## src/rtl/pipe_pkg.sv

```systemverilog
// pipe_pkg: state encoding and default widths shared by
// pipe_stage_reg and pipe_slot.
package pipe_pkg;

  localparam int DATA_W_D = 32;
  localparam int CTRL_W_D = 8;
  localparam int CNT_W_D  = 16;

  typedef enum logic [1:0] {
    ST_EMPTY = 2'd0,
    ST_ONE   = 2'd1,
    ST_TWO   = 2'd2
  } state_e;

  // Without the skid slot the single occupied state is FULL.
  localparam state_e ST_FULL = ST_ONE;

endpackage

```

## src/rtl/pipe_slot.sv

```systemverilog
// pipe_slot: one data+ctrl register with load enable;
// clear zeroes ctrl only so data holds across a kill.
module pipe_slot
  import pipe_pkg::*;
#(
  parameter int DATA_W = DATA_W_D,
  parameter int CTRL_W = CTRL_W_D
) (
  input  logic              clk,
  input  logic              rst,
  input  logic              i_load,
  input  logic              i_clr,
  input  logic [DATA_W-1:0] i_data,
  input  logic [CTRL_W-1:0] i_ctrl,
  output logic [DATA_W-1:0] o_data,
  output logic [CTRL_W-1:0] o_ctrl
);

  logic [DATA_W-1:0] r_data;
  logic [CTRL_W-1:0] r_ctrl;

  always_ff @(posedge clk or negedge rst) begin
    if (!rst) begin
      r_data <= '0;
      r_ctrl <= '0;
    end else if (i_clr) begin
      r_ctrl <= '0;
    end else if (i_load) begin
      r_data <= i_data;
      r_ctrl <= i_ctrl;
    end
  end

  assign o_data = r_data;
  assign o_ctrl = r_ctrl;

endmodule

```

## src/rtl/pipe_stage_reg.sv

```systemverilog
// pipe_stage_reg: valid/ready pipeline register with stall,
// flush and stall counter; PIPE_STAGE_SKID_EN adds a skid slot.
module pipe_stage_reg
  import pipe_pkg::*;
#(
  parameter int DATA_W = DATA_W_D,
  parameter int CTRL_W = CTRL_W_D,
  parameter int CNT_W  = CNT_W_D
) (
  input  logic              clk,
  input  logic              rst,
  input  logic              in_valid,
  output logic              in_ready,
  input  logic [DATA_W-1:0] in_data,
  input  logic [CTRL_W-1:0] in_ctrl,
  output logic              out_valid,
  input  logic              out_ready,
  output logic [DATA_W-1:0] out_data,
  output logic [CTRL_W-1:0] out_ctrl,
  input  logic              stall,
  input  logic              flush,
  output logic [CNT_W-1:0]  stall_cnt
);

  localparam logic [CNT_W-1:0] CNT_MAX = '1;

  state_e            r_state;
  logic [CNT_W-1:0]  r_cnt;
  logic              w_in_fire;
  logic              w_out_fire;
  logic              w_out_valid;
  logic              w_in_ready;
  logic              w_hd_load;
  logic              w_hd_clr;
  logic [DATA_W-1:0] w_hd_din;
  logic [CTRL_W-1:0] w_hd_cin;
  logic [DATA_W-1:0] w_hd_data;
  logic [CTRL_W-1:0] w_hd_ctrl;

  assign w_out_valid = (r_state != ST_EMPTY);
  assign w_out_fire  = w_out_valid & out_ready & !stall;
  assign w_in_fire   = in_valid & w_in_ready;

`ifdef PIPE_STAGE_SKID_EN

  logic              w_sk_load;
  logic              w_sk_clr;
  logic [DATA_W-1:0] w_sk_data;
  logic [CTRL_W-1:0] w_sk_ctrl;

  // Ready depends on registered state only.
  assign w_in_ready = rst & !stall & (r_state != ST_TWO);

  assign w_sk_load = !flush & (r_state == ST_ONE)
                   & w_in_fire & !w_out_fire;
  assign w_sk_clr  = flush
                   | ((r_state == ST_TWO) & w_out_fire);

  assign w_hd_load = !flush & (
      ((r_state == ST_EMPTY) & w_in_fire)
    | ((r_state == ST_ONE) & w_in_fire & w_out_fire)
    | ((r_state == ST_TWO) & w_out_fire));
  assign w_hd_clr  = flush | (w_out_fire & !w_hd_load);
  assign w_hd_din  = (r_state == ST_TWO) ? w_sk_data : in_data;
  assign w_hd_cin  = (r_state == ST_TWO) ? w_sk_ctrl : in_ctrl;

  pipe_slot #(
    .DATA_W (DATA_W),
    .CTRL_W (CTRL_W)
  ) u_skid (
    .clk    (clk),
    .rst    (rst),
    .i_load (w_sk_load),
    .i_clr  (w_sk_clr),
    .i_data (in_data),
    .i_ctrl (in_ctrl),
    .o_data (w_sk_data),
    .o_ctrl (w_sk_ctrl)
  );

  always_ff @(posedge clk or negedge rst) begin
    if (!rst) begin
      r_state <= ST_EMPTY;
    end else if (flush) begin
      r_state <= ST_EMPTY;
    end else begin
      unique case (r_state)
        ST_EMPTY: begin
          if (w_in_fire) r_state <= ST_ONE;
        end
        ST_ONE: begin
          if (w_in_fire && !w_out_fire)
            r_state <= ST_TWO;
          else if (!w_in_fire && w_out_fire)
            r_state <= ST_EMPTY;
        end
        ST_TWO: begin
          if (w_out_fire) r_state <= ST_ONE;
        end
        default: r_state <= ST_EMPTY;
      endcase
    end
  end

`else

  assign w_in_ready = rst & !stall
                    & ((r_state == ST_EMPTY) | out_ready);

  assign w_hd_load = w_in_fire & !flush;
  assign w_hd_clr  = flush | (w_out_fire & !w_in_fire);
  assign w_hd_din  = in_data;
  assign w_hd_cin  = in_ctrl;

  always_ff @(posedge clk or negedge rst) begin
    if (!rst) begin
      r_state <= ST_EMPTY;
    end else if (flush) begin
      r_state <= ST_EMPTY;
    end else begin
      unique case (r_state)
        ST_EMPTY: begin
          if (w_in_fire) r_state <= ST_FULL;
        end
        ST_FULL: begin
          if (w_out_fire && !w_in_fire)
            r_state <= ST_EMPTY;
        end
        default: r_state <= ST_EMPTY;
      endcase
    end
  end

`endif

  pipe_slot #(
    .DATA_W (DATA_W),
    .CTRL_W (CTRL_W)
  ) u_head (
    .clk    (clk),
    .rst    (rst),
    .i_load (w_hd_load),
    .i_clr  (w_hd_clr),
    .i_data (w_hd_din),
    .i_ctrl (w_hd_cin),
    .o_data (w_hd_data),
    .o_ctrl (w_hd_ctrl)
  );

  // Back-pressure counter saturates and ignores flush.
  always_ff @(posedge clk or negedge rst) begin
    if (!rst) begin
      r_cnt <= '0;
    end else if (w_out_valid && (!out_ready || stall)
                 && (r_cnt != CNT_MAX)) begin
      r_cnt <= r_cnt + 1'b1;
    end
  end

  assign in_ready  = w_in_ready;
  assign out_valid = w_out_valid;
  assign out_data  = w_hd_data;
  assign out_ctrl  = w_out_valid ? w_hd_ctrl : '0;
  assign stall_cnt = r_cnt;

endmodule

```

## config.mk

```make
export PLATFORM = sky130hd
export DESIGN_NAME = pipe_stage_reg
export DESIGN_NICKNAME = d
export VERILOG_FILES = /design/src/rtl/pipe_pkg.sv /design/src/rtl/pipe_slot.sv /design/src/rtl/pipe_stage_reg.sv
export SDC_FILE = /design/constraint.sdc
export NUM_CORES = 1
export LEC_CHECK = 0
export BUFFER_PORTS_ARGS = -buffer_cell sky130_fd_sc_hd__buf_2
export CORE_MARGIN = 5
export CORE_UTILIZATION = 48
export CTS_CLUSTER_DIAMETER = 60
export DETAILED_ROUTE_END_ITERATION = 8
export HOLD_SLACK_MARGIN = 0.02
export PLACE_DENSITY = 0.79
export SLEW_MARGIN = 10
export SYNTH_ARGS = -nofsm -noshare
export SYNTH_HDL_FRONTEND = slang
export SYNTH_SLANG_ARGS = --single-unit
```

## constraint.sdc

```tcl
create_clock -name clk -period 2.1 [get_ports clk]
set_input_delay 0.105 -clock clk [delete_from_list [all_inputs] [get_ports clk]]
set_output_delay 0.105 -clock clk [all_outputs]
set_load 0.05 [all_outputs]
```

==> qor.log, run 1 <==
qor: status.status finished clean
qor: final_layout.final_common_cell sky130_fd_sc_hd__buf_2
qor: critical_path.regToRegSetupSlack 0.23 ns
qor: final_layout.finish.net_count 368
qor: placed_design.placement.io_buffers 103
qor: hold_path.min_to u_head.o_data[10]
qor: placed_design.total_cell_area_at_the_placement_stage 3190 sq um
qor: power.worst_ir_drop_on_vdd 723 uV
qor: critical_path.reg2reg_to u_head.o_data[0]
qor: placed_design.place_congestion 0.799
qor: critical_path.path_max_fanout 41
qor: timing.fin_crit 1.87 ns
qor: flow_run.cap_viol_max_count 0
qor: global_routing.grt.overflow.total 0
qor: power.p_per_area 1010 nW/um^2
qor: clock_network.clkSlewWorstSetupHoldPaths 0.06 ns
qor: critical_path.path_class reg2reg
qor: timing.final_clock_period_utilization_by_the_worst_path 89.2%
qor: floorplanning.initial_utilization 48.7%
qor: synthesis.seq_area_frac_synth 54.2%
qor: timing.hold_violations 0
qor: critical_path.crit_path_end_kind flop
qor: critical_path.regToRegStartpoint r_state[0]
qor: timing.hold_ws 0.0342 ns
qor: detailed_routing.vias 1,991
qor: final_layout.nFillCells 391
qor: clock_network.clock_tree.buffer_depth 2
qor: synthesis.syn_area_cell 15.1 sq um
qor: detailed_routing.detail_route.drc_violations 0
qor: detailed_routing.drt.antenna.violating_nets 0
qor: floorplanning.floorplan.die.width 84.1 um
qor: final_layout.layout_common_cells sky130_fd_sc_hd__buf_2, sky130_fd_sc_hd__dfrtp_1, sky130_fd_sc_hd__dlygate4sd3_1
qor: hold_path.worstHoldStart in_data[10]
qor: global_routing.grt_usage 18.3%
qor: detailed_routing.first_pass_iters 4
qor: floorplanning.coreArea 5410 sq um
qor: timing.rsz0062_at_grt false
qor: power.static-leakage-power 1.95 nW
qor: clock_network.cts_num_sinks 57
qor: detailed_routing.detail_route.wl_per_cell 15.5 um
qor: detailed_routing.avgViaCountPerCell 5.00
qor: timing.finalMaxSlewViolations 0
qor: critical_path.critical_path_arrival 2.07 ns
qor: clock_network.tritoncts_buffers 9
qor: synthesis.postSynthCellCount 174
qor: global_routing.grt_pass1_wl 10,400 um
qor: synthesis.ys_ff_latch 57
qor: floorplanning.dieHeight 84.1 um
qor: final_layout.synthesis_to_layout_area_growth 43.1%
qor: hold_path.hold_class in2reg
qor: global_routing.first_global_vias 2,214
qor: global_routing.grt_max_degree 58
qor: synthesis.synth_cell_area 2630 sq um
qor: timing.finalClockSkew 0.00883 ns
qor: clock_network.post_cts_buffers 0
qor: floorplanning.die_area 7070 sq um
qor: critical_path.cp_data_required_time 2.29 ns
qor: detailed_routing.total_wirelength 6170 um
qor: clock_network.cts_tree yes
qor: final_layout.layout-drive-gt1-share 51.8%
qor: synthesis.yosys_cell_types 40
qor: timing.worstMarginPinSlew 0.691 ns
qor: critical_path.critPathLaunch r_state[0]
qor: critical_path.timing.reg2reg.worst_path_depth 5
qor: clock_network.clk-insertion-delay-late 0.32 ns
qor: floorplanning.num_io_pins 104
qor: synthesis.synth_fp_nets 221
qor: floorplanning.std_cell_rows 27
qor: detailed_routing.drt_iter0_markers 46
qor: final_layout.layout.cell_area.non_filler 3770 sq um
qor: timing.finalSetupViolCount 0
qor: placed_design.place_hpwl 4030 um
qor: hold_path.worstHoldPathCells 2
qor: global_routing.initial_antenna_violation_count 0
qor: clock_network.clk_root_buffer_cell sky130_fd_sc_hd__clkbuf_8
qor: synthesis.yosysWarningCount 0
qor: final_layout.n_antenna_cell 0
qor: timing.timing.max_slew.rel_slack 53.9%
qor: timing.max_freq 534 MHz
qor: clock_network.htree_num_levels 3
qor: critical_path.cp-start-kind flop
stage by stage:
step / instances / util, % / TNS (ns) / power, mW / setup WS (ns)
final: 398 / 69.7 / 0 / 3.79 / 0.227
after global routing: 398 / 69.7 / 0 / 3.95 / 0.151
after CTS: 398 / 69.7 / 0 / 3.81 / 0.223
after detailed placement: 345 / 59.0 / 0 / 2.70 / 0.246
after global placement: 345 / 59.0 / 0 / 2.67 / 0.296
after floorplan: 174 / - / -1.56 / 2.37 / -0.0508
per-layer routing:
| metal | track usage (%) | vias to the layer above | wire length [um] |
|---|---|---|---|
| li1 | - | 924 | - |
| met1 | 22.5 | 973 | 2690 |
| met2 | 30.8 | 82 | 2990 |
| met3 | 4.54 | 12 | 373 |
| met4 | 7.16 | 0 | 116 |
| met5 | 0 | - | 0 |
sequential cells by signal (all words and copies together), names as in the netlist:
signal	flops
u_head.o_ctrl	8
r_state	1
stall_cnt	16
u_head.o_data	32
report_power, final:
part / internal (mW) / switching (mW)
registers: 1.28 / 0.139
logic: 0.436 / 0.880
clock network: 0.645 / 0.401
total: 2.37 / 1.42
worst max path at each step:
stage | to | slack, ns | depth (start not counted)
floorplan | u_head.o_data[10] | -0.05 | 6
detailed placement | u_head.o_data[0] | 0.25 | 5
CTS | u_head.o_data[0] | 0.22 | 5
global route | u_head.o_data[0] | 0.15 | 5
finish | u_head.o_data[0] | 0.23 | 5
global placement | u_head.o_data[0] | 0.30 | 5
synth_stat cells, drive strengths merged:
cell type	number	area (sq um)
a21oi	1	5.00
ha	1	12.5
inv	1	3.75
clkbuf	1	3.75
nand2b	1	6.26
a31oi	3	18.8
nand3b	1	7.51
nand2	8	30.0
buf	5	82.6
nor4b	3	38.8
xnor2	1	8.76
nor3	3	15.0
nand4	3	40.0
and3	1	6.26
or2	2	15.0
nand3	4	25.0
dfrtp	57	1430
a41oi	1	8.76
nor3b	1	12.5
and2	8	50.1
nor2	4	17.5
and4	1	8.76
nor4	7	90.1
xor2	11	96.3
nor2b	1	13.8
mux2	34	503
and3b	1	8.76
o21bai	1	7.51
a22o	8	70.1
area by class of cell:
| type | instances | area, sq um | area share [%] |
|---|---|---|---|
| flip-flops and latches | 57 | 1430 | 37.9 |
| inverters | 1 | 3.75 | 0.0997 |
| repair buffers | 142 | 913 | 24.3 |
| multi-input cells | 110 | 1120 | 29.8 |
| clock buffers | 14 | 173 | 4.58 |
| well taps | 72 | 90.1 | 2.39 |
| clock inverters | 2 | 35.0 | 0.930 |
what timing repair did:
item / CTS / global route
hold endpoints to repair: 93 / 0
resized for setup: 0 / 0
hold buffers: 37 / 0
critical path, cell delays in order, from the launching register on:
cell and delay [ns]:
sky130_fd_sc_hd__dfrtp_2 0.50, sky130_fd_sc_hd__nor2b_4 0.17, sky130_fd_sc_hd__nor3b_4 0.19, sky130_fd_sc_hd__and3b_2 0.23, sky130_fd_sc_hd__buf_12 0.26, sky130_fd_sc_hd__mux2_2 0.37
kinds of logic after synthesis:
kind of cell	after synthesis	synth area share, %
flip-flops	57	54.2
AND/OR/NAND/NOR	49	14.6
multiplexers	34	19.1
AO/OA/AOI/OAI	14	4.18
XOR/XNOR	12	3.99
buffers and inverters	7	3.42
adder cells (fa/ha/maj)	1	0.475
(Power assumes the default switching activity.)
==> run 2: changes to the inputs <==
==> constraint.sdc (replaced) <==
create_clock -name clk -period 1.74 [get_ports clk]
set_input_delay 0.087 -clock clk [delete_from_list [all_inputs] [get_ports clk]]
set_output_delay 0.087 -clock clk [all_outputs]
set_load 0.05 [all_outputs]
==> qor.log, run 2 (synthesized netlist as in run 1, its figures left out) <==
qor: critical_path.cp-start-kind flop
qor: timing.fin_crit 1.62 ns [-0.248 ns]
qor: final_layout.final_common_cell sky130_fd_sc_hd__buf_2
qor: detailed_routing.detail_route.wl_per_cell 15.7 um [+1.6%]
qor: timing.max_freq 616 MHz [+15%]
qor: detailed_routing.detail_route.drc_violations 0 [unchanged]
qor: power.static-leakage-power 2.00 nW [+2.4%]
qor: timing.finalClockSkew 0.00948 ns [+0.000649 ns]
qor: placed_design.total_cell_area_at_the_placement_stage 3290 sq um [+3.1%]
qor: power.worst_ir_drop_on_vdd 1120 uV [+55%]
qor: flow_run.cap_viol_max_count 0 [unchanged]
qor: detailed_routing.total_wirelength 6460 um [+4.7%]
qor: floorplanning.num_io_pins 104 [unchanged]
qor: final_layout.multiInputGateArea 1140 sq um [+1.3%]
qor: clock_network.postCtsResizedCells 0 [unchanged]
qor: floorplanning.coreArea 5410 sq um [unchanged]
qor: floorplanning.dieHeight 84.1 um [unchanged]
qor: final_layout.n_antenna_cell 0 [unchanged]
qor: critical_path.crit_path_end_kind flop
qor: floorplanning.initial_utilization 48.7% [unchanged]
qor: detailed_routing.drt_iter0_markers 26 [-43%]
qor: global_routing.grt_max_degree 58 [unchanged]
qor: timing.finalSetupViolCount 0 [unchanged]
qor: clock_network.htree_num_levels 3 [unchanged]
qor: power.p_per_area 1210 nW/um^2 [+20%]
qor: detailed_routing.drt.antenna.violating_nets 0 [unchanged]
qor: floorplanning.floorplan.die.width 84.1 um [unchanged]
qor: timing.timing.max_slew.rel_slack 52.8% [-1.1 points]
qor: detailed_routing.first_pass_iters 5 [+1]
qor: detailed_routing.vias 2,006 [+0.75%]
qor: final_layout.layout_common_cells sky130_fd_sc_hd__buf_2, sky130_fd_sc_hd__dlygate4sd3_1, sky130_fd_sc_hd__dfrtp_1
qor: final_layout.synthesis_to_layout_area_growth 49.5%
qor: critical_path.critPathLaunch r_state[0]
qor: clock_network.tritoncts_buffers 9 [unchanged]
qor: timing.rsz0062_at_grt false
qor: critical_path.critical_path_arrival 1.84 ns [-0.23 ns]
qor: critical_path.path_class reg2reg
qor: critical_path.cp_data_required_time 1.96 ns [-0.33 ns]
qor: final_layout.flip_flop_count_of_the_largest_register_after_layout 32 [unchanged]
qor: clock_network.clk_root_buffer_cell sky130_fd_sc_hd__clkbuf_8
qor: clock_network.cts_tree yes
qor: hold_path.hold_class in2reg
qor: final_layout.layout-drive-gt1-share 57.7% [+5.9 points]
qor: clock_network.cts_num_sinks 57 [unchanged]
qor: clock_network.clkSlewWorstSetupHoldPaths 0.07 ns [about the same]
qor: floorplanning.die_area 7070 sq um [unchanged]
qor: critical_path.regToRegStartpoint r_state[0]
qor: final_layout.layout.cell_area.non_filler 3940 sq um [+4.5%]
qor: placed_design.place_hpwl 4010 um [-0.54%]
qor: placed_design.place_congestion 0.776 [-2.8%]
qor: timing.worstMarginPinSlew 0.708 ns [+0.0167 ns]
qor: timing.finalMaxSlewViolations 0 [unchanged]
qor: floorplanning.std_cell_rows 27 [unchanged]
qor: global_routing.initial_antenna_violation_count 0 [unchanged]
qor: clock_network.clk-insertion-delay-late 0.33 ns [about the same]
qor: global_routing.grt_pass1_wl 11,100 um [+5.9%]
qor: global_routing.first_global_vias 2,207 [-0.32%]
qor: clock_network.clock_tree.buffer_depth 2 [unchanged]
qor: placed_design.placement.io_buffers 103 [unchanged]
qor: status.status finished clean
qor: final_layout.finish.net_count 380 [+3.3%]
qor: final_layout.postLayoutCoreUtil 72.8% [+3.1 points]
qor: critical_path.path_max_fanout 14 [-66%]
qor: hold_path.worstHoldStart out_ready
qor: final_layout.sequential_cell_area 1450 sq um [+1.3%]
qor: global_routing.grt_usage 20.0% [+1.7 points]
qor: timing.final_clock_period_utilization_by_the_worst_path 93.4% [+4.2 points]
qor: final_layout.nFillCells 378 [-3.3%]
qor: detailed_routing.avgViaCountPerCell 4.89 [-2.2%]
qor: global_routing.grt.overflow.total 0 [unchanged]
qor: timing.hold_violations 0 [unchanged]
## run 2: changes by cell type in the layout (fill, tap and decap cells not counted), sizes merged
cell,delta
clkbuf,-3
bufinv,+1
clkinvlp,+1
buf,+7
clkinv,+1
dlygate4sd3,+5
## run 2: metrics by stage
stage / hold slack (ns) / power (mW) / setup TNS (ns) / cells / setup WS, ns
2_1_floorplan: -0.209 / 2.90 / -14.48 / 174 / -0.411
3_3_place_gp: 0.305 / 3.26 / 0 / 352 / 0.143
3_5_place_dp: 0.313 / 3.29 / 0 / 352 / 0.106
4_1_cts: 0.310 / 4.79 / 0 / 410 / 0.0979
5_1_grt: 0.351 / 4.97 / 0 / 410 / 0.00193
6_report: 0.326 / 4.77 / 0 / 410 / 0.116
## run 2: critical path, cell delays in order (launching register included)
cell and delay [ns]:
sky130_fd_sc_hd__dfrtp_2 0.40, sky130_fd_sc_hd__nor2b_4 0.13, sky130_fd_sc_hd__nor3b_4 0.18, sky130_fd_sc_hd__and3b_2 0.28
sky130_fd_sc_hd__buf_12 0.18, sky130_fd_sc_hd__mux2_2 0.34
## run 2: repair_timing
action | 4_1_cts | 5_1_grt
hold buffers | 42 | 0
endpoints found under the hold margin | 98 | 0
endpoints found under the setup margin | 0 | 0
buffers inserted | 0 | 0
## run 2: final timing paths
kind	to	slack, ns	depth (start not counted)
max in group asynchronous	stall_cnt[11]	0.73	3
worst max-delay path	u_head.o_data[0]	0.12	5
worst min register to register	stall_cnt[5]	0.50	1
min in group asynchronous	stall_cnt[7]	0.49	3
worst max register to register	u_head.o_data[0]	0.12	5
worst min-delay path	stall_cnt[2]	0.33	4
## run 2: layer usage
layer  track usage (%)  routed length (um)  vias to the layer above
li1                  -                   -                      950
met1              22.9                2730                      966
met2              33.8                3210                       82
met3              8.39                 460                        8
met4              6.29                  59                        0
met5                 0                   0                        -
## run 2: final cells by class
| class | count | share of cell area (%) |
|---|---|---|
| inverter | 1 | 0.0954 |
| sequential | 57 | 36.7 |
| timing repair buffer | 154 | 26.1 |
| clock inverter | 5 | 1.97 |
| multi-input combinational | 110 | 28.9 |
| clock buffer | 11 | 3.85 |
| tap | 72 | 2.29 |
## run 2: where the power goes
part	internal, mW	total (mW)	switching, mW
Clock	0.879	1.41	0.530
Sequential	1.56	1.73	0.176
Combinational	0.555	1.62	1.07
Total	2.99	4.77	1.77
